File: src/rtl/stopwatch_pkg.sv
// Shared types and constants for the stopwatch run/stop/lap sequencer.
package stopwatch_pkg;

    localparam int unsigned DIGITS_DEF = 4;
    localparam int unsigned LAP_IDX_W  = 3;
    localparam int unsigned BCD_W_DEF  = 4 * DIGITS_DEF;

    localparam logic [BCD_W_DEF-1:0] BCD_ZERO = '0;

    typedef enum logic [1:0] {
        ST_IDLE = 2'd0,
        ST_RUN  = 2'd1,
        ST_LAP  = 2'd2,
        ST_STOP = 2'd3
    } sw_state_e;

    // True in the states where the counter chain advances.
    function automatic logic is_counting(input sw_state_e st);
        return (st == ST_RUN) || (st == ST_LAP);
    endfunction

endpackage

File: src/rtl/lap_buffer.sv
// Lap time shift buffer: newest entry at index 0, oldest falls off the top.
module lap_buffer
    import stopwatch_pkg::*;
#(
    parameter int unsigned W         = BCD_W_DEF,
    parameter int unsigned LAP_DEPTH = 4
) (
    input  logic                 clk,
    input  logic                 ss_nreset,
    input  logic                 push,
    input  logic                 flush,
    input  logic [W-1:0]         din,
    input  logic [LAP_IDX_W-1:0] rd_idx,
    output logic [LAP_IDX_W-1:0] lap_cnt,
    output logic [W-1:0]         rd_data_c
);

    logic [W-1:0] mem [LAP_DEPTH];

    // Shift in a new lap at entry 0 on push.
    always_ff @(posedge clk or negedge ss_nreset) begin
        if (!ss_nreset) begin
            for (int i = 0; i < int'(LAP_DEPTH); i++) begin
                mem[i] <= '0;
            end
        end else if (push) begin
            mem[0] <= din;
            for (int i = 1; i < int'(LAP_DEPTH); i++) begin
                mem[i] <= mem[i-1];
            end
        end
    end

    // Number of valid entries, saturating at the buffer depth; flush empties it.
    always_ff @(posedge clk or negedge ss_nreset) begin
        if (!ss_nreset) begin
            lap_cnt <= '0;
        end else if (flush) begin
            lap_cnt <= '0;
        end else if (push && (lap_cnt != LAP_IDX_W'(LAP_DEPTH))) begin
            lap_cnt <= lap_cnt + LAP_IDX_W'(1);
        end
    end

    // Combinational read port; out-of-range indices read as zero.
    always_comb begin
        rd_data_c = '0;
        for (int i = 0; i < int'(LAP_DEPTH); i++) begin
            if (rd_idx == LAP_IDX_W'(i)) begin
                rd_data_c = mem[i];
            end
        end
    end

endmodule

File: src/rtl/stopwatch_ctrl.sv
// Run/stop/lap/clear sequencer for the BCD stopwatch counter chain.
module stopwatch_ctrl
    import stopwatch_pkg::*;
#(
    parameter int unsigned DIGITS     = DIGITS_DEF,
    parameter int unsigned LAP_DEPTH  = 4,
    parameter int unsigned HOLD_TICKS = 300
) (
    input  logic                 clk,
    input  logic                 ss_nreset,
    input  logic                 tick,
    input  logic                 start_stop,
    input  logic                 lap,
    input  logic                 clear,
    input  logic                 ovf_in,
    input  logic [4*DIGITS-1:0]  count,
    output logic                 cnt_en,
    output logic                 cnt_clr,
    output logic [4*DIGITS-1:0]  disp,
    output logic                 disp_lap,
    output logic [2:0]           lap_num,
    output logic                 running,
    output logic                 ovf
);

    localparam int unsigned W      = 4 * DIGITS;
    localparam int unsigned HOLD_W = (HOLD_TICKS > 1) ? $clog2(HOLD_TICKS) : 1;

    sw_state_e            state;
    logic [HOLD_W-1:0]    hold;
    logic [W-1:0]         lap_reg;
    logic [LAP_IDX_W-1:0] ptr;
    logic [LAP_IDX_W-1:0] lap_cnt;
    logic [LAP_IDX_W-1:0] rd_idx_c;
    logic [LAP_IDX_W-1:0] ptr_next_c;
    logic [W-1:0]         rd_data_c;
    logic                 push_c;
    logic                 ovf_hit_c;

    // Event decode: overflow only matters while counting; a capture needs lap to win priority.
    always_comb begin
        ovf_hit_c  = ovf_in && is_counting(state);
        push_c     = lap && !clear && !ovf_hit_c && !start_stop && is_counting(state);
        ptr_next_c = (ptr == lap_cnt) ? '0 : ptr + LAP_IDX_W'(1);
        rd_idx_c   = ptr - LAP_IDX_W'(1);
    end

    lap_buffer #(
        .W         (W),
        .LAP_DEPTH (LAP_DEPTH)
    ) u_lap_buffer (
        .clk       (clk),
        .ss_nreset (ss_nreset),
        .push      (push_c),
        .flush     (clear),
        .din       (count),
        .rd_idx    (rd_idx_c),
        .lap_cnt   (lap_cnt),
        .rd_data_c (rd_data_c)
    );

    // Sequencer state, hold timer, recall pointer and registered outputs.
    always_ff @(posedge clk or negedge ss_nreset) begin
        if (!ss_nreset) begin
            state    <= ST_IDLE;
            hold     <= '0;
            lap_reg  <= W'(BCD_ZERO);
            ptr      <= '0;
            ovf      <= 1'b0;
            cnt_en   <= 1'b0;
            cnt_clr  <= 1'b0;
            disp_lap <= 1'b0;
            lap_num  <= '0;
        end else begin
            cnt_clr <= 1'b0;
            if (clear) begin
                state    <= ST_IDLE;
                hold     <= '0;
                ptr      <= '0;
                ovf      <= 1'b0;
                cnt_en   <= 1'b0;
                cnt_clr  <= 1'b1;
                disp_lap <= 1'b0;
                lap_num  <= '0;
            end else if (ovf_hit_c) begin
                state    <= ST_STOP;
                ptr      <= '0;
                ovf      <= 1'b1;
                cnt_en   <= 1'b0;
                disp_lap <= 1'b0;
                lap_num  <= '0;
            end else begin
                case (state)
                    ST_IDLE: begin
                        if (start_stop) begin
                            state  <= ST_RUN;
                            cnt_en <= 1'b1;
                        end
                    end
                    ST_RUN: begin
                        if (start_stop) begin
                            state  <= ST_STOP;
                            cnt_en <= 1'b0;
                        end else if (lap) begin
                            state    <= ST_LAP;
                            lap_reg  <= count;
                            hold     <= '0;
                            disp_lap <= 1'b1;
                            lap_num  <= 3'd1;
                        end
                    end
                    ST_LAP: begin
                        if (start_stop) begin
                            state    <= ST_STOP;
                            cnt_en   <= 1'b0;
                            disp_lap <= 1'b0;
                            lap_num  <= '0;
                        end else if (lap) begin
                            lap_reg <= count;
                            hold    <= '0;
                        end else if (tick) begin
                            if (hold == HOLD_W'(HOLD_TICKS - 1)) begin
                                state    <= ST_RUN;
                                hold     <= '0;
                                disp_lap <= 1'b0;
                                lap_num  <= '0;
                            end else begin
                                hold <= hold + HOLD_W'(1);
                            end
                        end
                    end
                    ST_STOP: begin
                        if (start_stop) begin
                            // An overflowed count cannot be resumed, only cleared.
                            if (!ovf) begin
                                state    <= ST_RUN;
                                cnt_en   <= 1'b1;
                                ptr      <= '0;
                                disp_lap <= 1'b0;
                                lap_num  <= '0;
                            end
                        end else if (lap && (lap_cnt != '0)) begin
                            ptr      <= ptr_next_c;
                            disp_lap <= (ptr_next_c != '0);
                            lap_num  <= ptr_next_c;
                        end
                    end
                    default: begin
                        state <= ST_IDLE;
                    end
                endcase
            end
        end
    end

    // Display source select driven only by registered state.
    always_comb begin
        disp = count;
        if (state == ST_LAP) begin
            disp = lap_reg;
        end else if ((state == ST_STOP) && (ptr != '0)) begin
            disp = rd_data_c;
        end
    end

    assign running = cnt_en;

endmodule
File: config.mk
export PLATFORM = sky130hd
export DESIGN_NAME = stopwatch_ctrl
export DESIGN_NICKNAME = d
export VERILOG_FILES = /design/src/rtl/stopwatch_pkg.sv /design/src/rtl/lap_buffer.sv /design/src/rtl/stopwatch_ctrl.sv
export SDC_FILE = /design/constraint.sdc
export NUM_CORES = 1
export LEC_CHECK = 0
export CAP_MARGIN = 20
export CORE_AREA = 4 4 113 115
export CTS_BUF_LIST = sky130_fd_sc_hd__clkbuf_8
export CTS_CLUSTER_SIZE = 20
export DETAILED_ROUTE_END_ITERATION = 8
export DIE_AREA = 0 0 117 119
export DONT_BUFFER_PORTS = 1
export GPL_TIMING_DRIVEN = 0
export PLACE_DENSITY = 0.67
export SETUP_SLACK_MARGIN = 0.05
export SYNTH_ARGS = -nofsm -noshare
export SYNTH_HDL_FRONTEND = slang
export SYNTH_SLANG_ARGS = --single-unit
File: constraint.sdc
create_clock -name clk -period 4.57 [get_ports clk]
set_clock_uncertainty 0.2 [all_clocks]
set_input_delay 0.457 -clock clk [delete_from_list [all_inputs] [get_ports clk]]
set_output_delay 0.457 -clock clk [all_outputs]
set_load 0.01 [all_outputs]
# [Word-level counts from Yosys, hierarchy flattened]
# Index checks and enable logic that the tools add are counted.
[op_classes] n_eq_ne=27 bitwise=3 reduce_logical=30 n_mux=67 n_addsub=4
[op_table] op="two-way mux 16 bit" count=6
[op_table] op="two-way mux 9 bit" count=8
[op_table] op="two-way mux 3 bit" count=17
[op_table] op="inequality test 5 bit (second input constant)" count=5
[op_table] op="inequality test 4 bit (second input constant)" count=6
[op_table] op="two-way mux 2 bit" count=11
[op_table] op="two-way mux 1 bit" count=20
[op_table] op="case mux 9 bit (2 select lines)" count=1
[op_table] op="nonzero test 3 bit" count=5
[op_table] op="inequality test 3 bit (second input constant)" count=4
[op_table] op="adder 9 x 1 -> 9 bit (second input constant)" count=1
[op_table] op="== test 9 bit (second input constant)" count=1
[op_table] op="case mux 3 bit (3 select lines)" count=1
[op_table] op="logical AND 1 bit" count=8
[op_table] op="case mux 2 bit (4 select lines)" count=1
[op_table] op="AND reduction 8 bit" count=1
[op_table] op="AND reduction 7 bit" count=1
[op_table] op="adder 3 x 1 -> 3 bit (second input constant)" count=2
[op_table] op="== test 3 x 2 -> 1 bit (second input constant)" count=2
[op_table] op="case mux 1 bit (3 select lines)" count=2
[op_table] op="AND reduction 6 bit" count=1
[op_table] op="inequality test 5 x 4 -> 1 bit (second input constant)" count=1
[op_table] op="AND reduction 5 bit" count=1
[op_table] op="nonzero test 5 bit" count=1
[op_table] op="18 further kinds" count=24
[word_totals] ff_bits=104 word_cells=145 in_bits=23 out_inout_bits=24

# [Logic depth before layout (Yosys ltp)]
# Gate-level depths: netlist (run 1).
[logic_depth] word_depth=10 ltp_mapped=9 ltp_nobuf=7

# [Cells and area by module]
# Synthesis (run 1) repeated with hierarchy kept, for this count alone.
[hier_totals] hier_cells=490 hier_area_um2=5391.4
[by_module_without_submodules] mod="lap_buffer" seq_area_each_um2=1676.6 area_per_inst_um2=3055.4 cells_each=210 instances=1
[by_module_without_submodules] mod="stopwatch_ctrl" seq_area_each_um2=925.9 area_per_inst_um2=2336.0 cells_each=280 instances=1

# [Worst setup path after synthesis (run 1)]
# Ideal clock, no wire load.
[synth_path] kind="reg-to-output" startpoint="reg ptr[0]" endpoint="out disp[10]" stages_incl_launch_ff=10 path_slack_ns=1.901 t_required_ns=3.913 n_path_buf=2 arrival_time_ns=2.012 cell_sequence="dfrtp_1 inv_1 ha_1 xnor2_1 and2_1 clkbuf_2 buf_2 a221o_1 o211ai_1 a21oi_1"
[synth_between] elab_chain_cells=8 word_cells_on_any_way=13 classes_between="1 x add/sub; 3 x eq/ne; 6 x mux; 3 x reduce/logical"
[synth_rtl] item="start: declaration" line_no="stopwatch_ctrl.sv:32" source="logic [LAP_IDX_W-1:0] ptr;"
[synth_rtl] item="start signal: assignment" line_no="stopwatch_ctrl.sv:143" source="ptr <= ptr_next_c;"
[synth_rtl] item="subtractor 3 x 1 -> 3 bit" line_no="stopwatch_ctrl.sv:45" source="rd_idx_c = ptr - LAP_IDX_W'(1);"
[synth_rtl] item="logical NOT 3 bit" line_no="lap_buffer.sv:49" source="if (rd_idx == LAP_IDX_W'(i)) begin"
[synth_rtl] item="two-way mux 16 bit (4 in series)" line_no="lap_buffer.sv:49"
[synth_rtl] item="two-way mux 16 bit *" line_no="stopwatch_ctrl.sv:161" source="end else if ((state == ST_STOP) && (ptr != '0)) begin"
[synth_rtl] item="two-way mux 16 bit *" line_no="stopwatch_ctrl.sv:159" source="if (state == ST_LAP) begin"
[synth_rtl] item="end: declaration" line_no="stopwatch_ctrl.sv:19" source="output logic [4*DIGITS-1:0] disp,"
# Mark *: on every way between the ends. The rest lies on a longest branch, timed or not.

# [Worst setup path after layout (run 1)]
[layout_path] startpoint="reg state[0]" endpoint="out disp[5]"
[layout_between] elab_chain_cells=4 word_cells_on_any_way=5 classes_between="2 x eq/ne; 2 x mux; 1 x reduce/logical"
[layout_rtl] item="start: declaration" line_no="stopwatch_ctrl.sv:29" source="sw_state_e state;"
[layout_rtl] item="start signal: assignment" line_no="stopwatch_ctrl.sv:65" source="state <= ST_IDLE;"
[layout_rtl] item="start signal: assignment" line_no="stopwatch_ctrl.sv:77" source="state <= ST_IDLE;"
[layout_rtl] item="start signal: assignment" line_no="stopwatch_ctrl.sv:86" source="state <= ST_STOP;"
[layout_rtl] item="== test 2 bit" line_no="stopwatch_ctrl.sv:161"
[layout_rtl] item="logical AND 1 bit" line_no="stopwatch_ctrl.sv:161"
[layout_rtl] item="two-way mux 16 bit" line_no="stopwatch_ctrl.sv:161"
[layout_rtl] item="two-way mux 16 bit *" line_no="stopwatch_ctrl.sv:159"
# Marked as above.

==> results of run 1 <==
-- power by group through the flow --
stage | Sequential, mW | Clock (mW) | Combinational (mW)
after floorplan | 1.41 | 0 | 0.575
after global placement | 1.46 | 0 | 0.704
after detailed placement | 1.47 | 0 | 0.729
after CTS | 1.46 | 0.657 | 0.765
after global routing | 1.50 | 0.696 | 0.865
final | 1.46 | 0.645 | 0.759
-- layout make-up --
class	instances	share of cell area, %
multi-input combinational	444	40.7
buffer	35	3.06
sequential	104	45.5
timing repair buffer	14	2.76
clock buffer	10	2.41
inverter	14	0.918
tap	147	3.21
clock inverter	6	1.47
-- metrics by stage --
stage / std cells / power [mW] / worst slack (ps) / util, %
after floorplan: 597 / 1.99 / 1900 / -
after CTS: 774 / 2.88 / 696 / 48.4
after detailed placement: 744 / 2.20 / 1150 / 45.2
final: 774 / 2.86 / 646 / 48.4
after global placement: 744 / 2.16 / 1190 / 45.2
after global routing: 774 / 3.06 / 467 / 48.4
-- logic make-up after synthesis --
family,after synthesis
AO/OA/AOI/OAI,127
XOR/XNOR,6
adder cells (fa/ha/maj),13
buffers and inverters,49
flip-flops,104
multiplexers,7
AND/OR/NAND/NOR,291
-- cell usage in the layout (no fill, tap or decap), types with 2 or more instances in the layout --
master	n
a21oi_1	43
o21ai_1	2
o21ai_0	14
o41ai_1	3
nor2_1	16
and2_1	6
buf_6	2
o22ai_1	17
nand4_1	3
clkbuf_8	10
a221o_1	16
nor3_1	2
dfrtp_1	104
nand3_1	6
a211oi_2	2
nand2_1	238
and3_1	2
xnor2_1	5
mux2i_1	2
nand2b_1	7
buf_2	7
ha_1	13
nand4bb_1	2
nor2b_1	5
bufinv_16	2
buf_4	5
clkinvlp_4	2
clkbuf_1	20
mux2_2	4
a41oi_1	2
o211ai_1	18
inv_1	14
o31ai_1	3
dlygate4sd3_1	13
a311oi_1	2
-- layer usage --
metal,vias up,wire (um),global-route usage [%]
met4,0,161,5.73
met2,121,6440,32.1
met5,-,0,0
met1,2135,5710,26.5
met3,15,886,5.03
li1,2070,-,-
-- worst paths after layout --
| path | slack, ps | end | start | cells after the start |
|---|---|---|---|---|
| max | 650 | disp[5] | state[0]$_DFFE_PN0P_ | 8 |
| min | 10 | u_lap_buffer.mem[60]$_DFFE_PN0P_ | count[12] | 2 |
| min in group asynchronous | 490 | u_lap_buffer.mem[50]$_DFFE_PN0P_ | ss_nreset | 2 |
| max reg2reg | 1950 | u_lap_buffer.mem[33]$_DFFE_PN0P_ | state[0]$_DFFE_PN0P_ | 9 |
| max in group asynchronous | 3280 | lap_reg[6]$_DFFE_PN0P_ | ss_nreset | 2 |
| min reg2reg | 290 | u_lap_buffer.mem[14]$_DFFE_PN0P_ | u_lap_buffer.mem[14]$_DFFE_PN0P_ | 2 |
-- cells in the mapped netlist (4+ instances only) --
master	count	share of area (%)
nand2_1	238	17
nor2_1	16	1.2
and2_1	6	0.73
mux2_2	4	0.87
nand2b_1	7	0.85
buf_4	5	0.73
ha_1	13	3.2
inv_1	13	0.95
clkbuf_1	20	1.5
a21oi_1	43	4.2
buf_2	7	0.68
nor2b_1	5	0.61
o21ai_0	14	1.4
a221o_1	16	3.1
dfrtp_1	104	50
o22ai_1	17	2.1
o211ai_1	18	2.6
xnor2_1	5	0.85
nand3_1	6	0.58
-- critical path, cell delays in order, from the launching register on --
cell	delay, ps
dfrtp_1	420
inv_1	100
ha_1	150
clkbuf_1	280
clkinv_1	410
nand2_1	410
clkbuf_1	550
o22ai_1	190
a21oi_1	360
-- repair_timing --
item,in CTS,in global routing
hold buffers,14,0
setup endpoints to repair,0,0
endpoints found under the hold margin,125,0
==> results.cfg, run 1 <==
[floorplan]
dieArea_sq_um = 13900
num_rows = 40
io_pins = 47
die_y_um = 119
dieWidth_um = 117
coreArea_sq_um = 11800
floorplan.initialDensity_pct = 43.7

[logic_synthesis]
synth_fa_ha_area_share_pct = 3.15
synth_edf_count = 0
netlist-cell-type-count = 44
syn_inst = 597
yosys.area_share.xor_xnor_pct = 1.02
synth_compound_area_share_pct = 16.4
yosysSeqAreaShare_pct = 50.4
async_flop_share_pct = 100
ys_seq_elements = 104
ys_warn_count = 0
syn_area_sq_um = 5160
synth_top_family_by_area = simple AND/OR/NAND/NOR gates
synth.area.mux_share_pct = 1.48
synthSimpleGateAreaFrac_pct = 23.1
ys.flop_type = dfrtp_1
synth.avg_cell_area_sq_um = 8.64
synth_nets = 633

[power_and_ir_drop]
p_per_area_nw_per_um2 = 500
internal-power_mw = 1.83
vdd_drop_max_uv = 248
switching_share_pct = 36.1
p_leak_nw = 2.86
sequentialPowerShare_pct = 50.9
comb_power_share_pct = 26.5
power_frac_clock_pct = 22.5
p_sw_mw = 1.03

[global_routing]
grt-ovfl-total = 0
track_usage_pct = 19.9
grt_pass1_vias = 4262
antenna_found_initial = 0
grt_max_degree = 105
grt_pass1_wl_mm = 21.7

[cells_and_area]
area_growth_syn_to_layout_pct = 10.9
nNetsFinal = 658
regArea_sq_um = 2600
drive_above_1_share_pct = 5.90
fin_area_sq_um = 5720
multi_input_area_sq_um = 2330
largest_reg_flops = 64
fillers = 1168
diodes = 0

[critical_path]
arrival_ps = 3270
path_class = reg2out
path_max_fanout = 10
cp-start-kind = flop
critPathRequiredTime_ps = 3910
end_kind = primary output

[outcome]
status = finished, final reports clean

[clocking]
root_buffer = clkbuf_8
clkTransAtPathRegs_ps = 100
cts_buffers = 9
cts_buffer_depth = 2
cts.htree.levels = 3
cts_setup_buffers = 0
cts_tree = built
cts_sinks = 104
clk_latency_ps = 390
cts_resized = 0

[hold_path]
worst_hold_path_type = in2reg

[detailed_routing]
via_count = 4341
drt_pass1_iterations = 5
post_drt_wl_per_cell_um = 17.1
postRouteAntennaNets = 0
drt_wl_total_mm = 13.2
first_iter_violations = 228
vias_per_cell = 5.61
drc = 0

[sta]
worst_pin_slew_ps = 736
rsz0062_at_grt = no
holdWs_ps = 14.5
finalCriticalPeriod_ps = 3920
fmax_mhz = 255
finalHoldViolations = 0
finalCritPeriodShare_pct = 85.9
maxSlewHeadroom_pct = 51.0
final.setup.tns_ps = 0
finalSetupViolCount = 0
drv_slew = 0

[run]
drv_cap = 0

[placement]
place_area_sq_um = 5340
port_buffers = 0
place.gp.congestion = 0.916
dp.final_hpwl_mm = 8.85
Note: power is estimated with default switching activity, not from simulation.
==> run 2, diff against run 1 <==
--- a/config.mk
+++ b/config.mk
@@ -15,6 +15,7 @@
 export GPL_TIMING_DRIVEN = 0
 export PLACE_DENSITY = 0.67
 export SETUP_SLACK_MARGIN = 0.05
+export SKIP_CTS_REPAIR_TIMING = 1
 export SYNTH_ARGS = -nofsm -noshare
 export SYNTH_HDL_FRONTEND = slang
 export SYNTH_SLANG_ARGS = --single-unit
==> run 2 against run 1 <==
  * Via count fell by 1.5%
  * Sequential share of layout area up 0.48 points
  * Combinational power shrank 0.7%
==> results.cfg, run 2 (synthesized netlist as in run 1, its figures left out) <==
[critical_path]
arrival_ps = 3200
cp-start-kind = flop
path_max_fanout = 10
critPathRequiredTime_ps = 3910
crit_slowest_cell = clkbuf_1
cpPeakStageDelay_ps = 530
cp_common_cell = clkbuf_1
cp_top_family = buffers and inverters
crit_path_cell_trace = inv_1 -> ha_1 -> clkbuf_1 -> clkinv_1 -> nand2b_1 -> clkbuf_1 -> clkbuf_1 -> a21oi_1 -> a21oi_1
path_class = reg2out
crit_buf_inv = 5
end_kind = primary output

[sta]
finalSetupViolCount = 0
fmax_mhz = 259
rsz0062_at_grt = no
drv_slew = 0
worst_pin_slew_ps = 712
finalCritPeriodShare_pct = 84.5
final.setup.tns_ps = 0
finalCriticalPeriod_ps = 3860
maxSlewHeadroom_pct = 52.6
timing.final.ws_setup_ps = 711
finalHoldViolations = 0

[run]
drv_cap = 0

[global_routing]
track_usage_pct = 19.6
grt-ovfl-total = 0
grt_max_degree = 105
grt_pass1_vias = 4193
grt_pass1_wl_mm = 21.2
antenna_found_initial = 0

[cells_and_area]
drive_above_1_share_pct = 5.96
final_common_cell = nand2_1
area_growth_syn_to_layout_pct = 9.75
multi_input_area_sq_um = 2330
utilization_pct = 47.9
regArea_sq_um = 2600
fillers = 1170
largest_reg_flops = 64
final_cell_mix = nand2_1 (238), dfrtp_1 (104), a21oi_1 (43), clkbuf_1 (20), o211ai_1 (18)
nNetsFinal = 652
diodes = 0
fin_cells = 768

[detailed_routing]
post_drt_wl_per_cell_um = 17.0
routed.top_layer = met4
wl_met1_mm = 5.75
met3WireLength_um = 782
first_iter_violations = 208
drc = 0
drt_pass1_iterations = 5
met2_length_mm = 6.39
vias_per_cell = 5.57
postRouteAntennaNets = 0
drt_wl_total_mm = 13.1
via_count = 4278

[clocking]
cts_buffers = 9
clk_latency_ps = 380
clkTransAtPathRegs_ps = 100
root_buffer = clkbuf_8
cts_buffer_depth = 2
cts_sinks = 104
cts.htree.levels = 3
cts_tree = built

[power_and_ir_drop]
p_per_area_nw_per_um2 = 504
vdd_drop_max_uv = 250
p_total_mw = 2.85
p_leak_nw = 2.83

[floorplan]
dieWidth_um = 117
floorplan.initialDensity_pct = 43.7
coreArea_sq_um = 11800
dieArea_sq_um = 13900
num_rows = 40
io_pins = 47
die_y_um = 119

[placement]
dp.final_hpwl_mm = 8.85
place.gp.congestion = 0.916
placedCellCount = 744
port_buffers = 0
pre_cts_ws_ps = 1150

[outcome]
status = finished, final reports clean

[hold_path]
worst_hold_path_type = in2reg
run 2: final timing paths:
| path | from | to | slack, ps | depth (start not counted) |
|---|---|---|---|---|
| setup / recovery | state[0]$_DFFE_PN0P_ | disp[5] | 710 | 9 |
| hold / removal | count[9] | u_lap_buffer.mem[57]$_DFFE_PN0P_ | 3 | 2 |
| setup reg to reg | state[0]$_DFFE_PN0P_ | u_lap_buffer.mem[33]$_DFFE_PN0P_ | 1950 | 9 |
| hold reg to reg | lap_reg[15]$_DFFE_PN0P_ | lap_reg[15]$_DFFE_PN0P_ | 290 | 2 |
| max in group asynchronous | ss_nreset | lap_reg[6]$_DFFE_PN0P_ | 3280 | 2 |
| min in group asynchronous | ss_nreset | u_lap_buffer.mem[0]$_DFFE_PN0P_ | 470 | 2 |
run 2: report_power, final:
| part | internal, mW | switching, mW | leakage (nW) |
|---|---|---|---|
| combinational | 0.274 | 0.481 | 1.35 |
| sequential | 1.23 | 0.227 | 1.37 |
| clock | 0.321 | 0.320 | 0.110 |
| total | 1.83 | 1.03 | 2.83 |
run 2: metrics by stage:
stage | area [sq um] | hold WS (ps)
after floorplan | 5160 | -38.6
after global placement | 5340 | -32.9
after detailed placement | 5340 | -32.6
after CTS | 5560 | -463
after global routing | 5660 | 1.30
final | 5660 | 3.25
run 2: final cells by class:
cell class,instances,share of cell area (%)
Buffer,35,3.09
Inverter,14,0.928
Clock buffer,10,2.43
Multi-Input combinational cell,444,41.1
Sequential cell,104,46.0
Clock inverter,6,1.48
Timing Repair Buffer,8,1.72
Tap cell,147,3.25
run 2: metal layers:
metal	track usage (%)	up-vias
met4	5.73	0
met1	25.5	2103
li1	-	2060
met2	31.7	103
met3	5.34	12
met5	0	-
==> run 3, diff against run 2 <==
==> constraint.sdc (replaced) <==
create_clock -name clk -period 3.78 [get_ports clk]
set_clock_uncertainty 0.2 [all_clocks]
set_input_delay 0.378 -clock clk [delete_from_list [all_inputs] [get_ports clk]]
set_output_delay 0.378 -clock clk [all_outputs]
set_load 0.01 [all_outputs]
==> run 3 against run 2 <==
  * Global-route usage unchanged
  * Via count increased by 1.1%
  * Sequential share of layout area decreased by 1.1 points
  * Critical path depth decreased by 1
  * Sequential power increased by 21%
  * Clock power increased by 21%
  * Clock-buffer cell count unchanged
  * Final area increased by 2.5%
  * Worst hold slack improved by 100 ps
  * Total power increased by 22%
  * Die area unchanged
  * Register-to-register slack got worse by 770 ps
==> results.cfg, run 3 (synthesized netlist as in run 1, its figures left out) <==
[clocking]
clkTransAtPathRegs_ps = 90
cts.htree.levels = 3
clk_latency_ps = 380
cts_buffer_depth = 2
cts_sinks = 104
cts_tree = built
cts_buffers = 9
root_buffer = clkbuf_8

[placement]
port_buffers = 0
pre_cts_ws_ps = 436
place.gp.congestion = 0.916
placedCellCount = 744
dp.final_hpwl_mm = 8.85
place_area_sq_um = 5340

[hold_path]
hold-path-cell-count = 3
hold_path_end = hold[1]$_DFFE_PN0P_
hp-start = start_stop
worst_hold_path_type = in2reg

[sta]
finalHoldViolations = 0
final.setup.tns_ps = 0
drv_slew = 0
fmax_mhz = 287
maxSlewHeadroom_pct = 53.3
worst_pin_slew_ps = 700
finalCritPeriodShare_pct = 92.2
finalSetupViolCount = 0
finalCriticalPeriod_ps = 3480
rsz0062_at_grt = no
timing.final.ws_setup_ps = 295

[critical_path]
critPathRequiredTime_ps = 3200
rrSetupSlack_ps = 1180
cp-start-kind = flop
path_class = reg2out
r2r-end = u_lap_buffer.mem[33]$_DFFE_PN0P_
rr_worst_depth = 9
arrival_ps = 2910
r2r-start = state[0]$_DFFE_PN0P_
path_max_fanout = 10
end_kind = primary output

[floorplan]
dieArea_sq_um = 13900
io_pins = 47
floorplan.initialDensity_pct = 43.7
num_rows = 40
coreArea_sq_um = 11800
dieWidth_um = 117
die_y_um = 119

[global_routing]
met2_usage_pct = 31.7
track_usage_pct = 19.6
grt_pass1_vias = 4193
grt_max_degree = 105
grt_util_met1_pct = 25.5
use_met3_pct = 5.34
grt-ovfl-total = 0
antenna_found_initial = 0
top_usage_layer = met2
grt_pass1_wl_mm = 21.2

[cells_and_area]
multi_input_area_sq_um = 2330
fin_area_sq_um = 5800
largest_reg_flops = 64
nNetsFinal = 666
final_common_cell = nand2_1
area_growth_syn_to_layout_pct = 12.5
final_cell_mix = nand2_1 (238), dfrtp_1 (104), a21oi_1 (43), dlygate4sd3_1 (19), o211ai_1 (18)
regArea_sq_um = 2600
fillers = 1160
fin_cells = 782
diodes = 0
drive_above_1_share_pct = 6.77

[detailed_routing]
first_iter_violations = 237
via_count = 4326
drt_pass1_iterations = 4
postRouteAntennaNets = 0
drc = 0
vias_per_cell = 5.53
drt_wl_total_mm = 13.2
post_drt_wl_per_cell_um = 16.9

[outcome]
status = finished, final reports clean

[power_and_ir_drop]
p_per_area_nw_per_um2 = 599
p_leak_nw = 2.90
vdd_drop_max_uv = 307

[run]
drv_cap = 0
==> run 3: final cells by class <==
| class | count | area share [%] |
|---|---|---|
| inverter | 14 | 0.970 |
| tap | 147 | 3.17 |
| buffer | 35 | 3.08 |
| sequential | 104 | 44.8 |
| timing repair buffer | 22 | 4.01 |
| clock inverter | 6 | 1.44 |
| multi-input combinational | 444 | 40.1 |
| clock buffer | 10 | 2.37 |
==> run 3: worst max-delay path by stage <==
| stage | startpoint | endpoint | slack [ps] |
|---|---|---|---|
| 2_1_floorplan | ptr[0]$_DFFE_PN0P_ | disp[10] | 1190 |
| 3_3_place_gp | state[0]$_DFFE_PN0P_ | disp[5] | 480 |
| 3_5_place_dp | state[0]$_DFFE_PN0P_ | disp[5] | 440 |
| 4_1_cts | state[0]$_DFFE_PN0P_ | disp[5] | -10 |
| 5_1_grt | ptr[0]$_DFFE_PN0P_ | disp[5] | 60 |
| 6_report | ptr[0]$_DFFE_PN0P_ | disp[5] | 300 |
==> run 3: metal layers <==
metal  wire (um)  part of all wire (%)  up-vias
met5           0                     0        -
met4         154                   1.2        0
met3         769                   5.8       12
met2        6470                    49      109
met1        5830                    44     2117
li1            -                     -     2088
==> run 3: stage by stage <==
step | utilization [%] | power, mW | hold WS (ps)
2_1_floorplan | - | 2.40 | -118
3_3_place_gp | 45.2 | 2.62 | -112
3_5_place_dp | 45.2 | 2.66 | -112
4_1_cts | 47.1 | 3.44 | -542
5_1_grt | 49.1 | 3.72 | 116
6_report | 49.1 | 3.48 | 107
==> run 3: power by group <==
part           switching, mW  internal, mW  leakage (nW)
sequential             0.273          1.49          1.37
combinational          0.587         0.349          1.42
clock                  0.390         0.388         0.110
total                   1.25          2.23          2.90
==> run 3: critical path, stage by stage (launching register included) <==
cell	delay [ps]
dfrtp_1	510
inv_1	150
ha_1	230
xnor2_1	320
and2_1	190
clkbuf_1	320
clkbuf_2	350
a21oi_1	110
a21oi_1	340
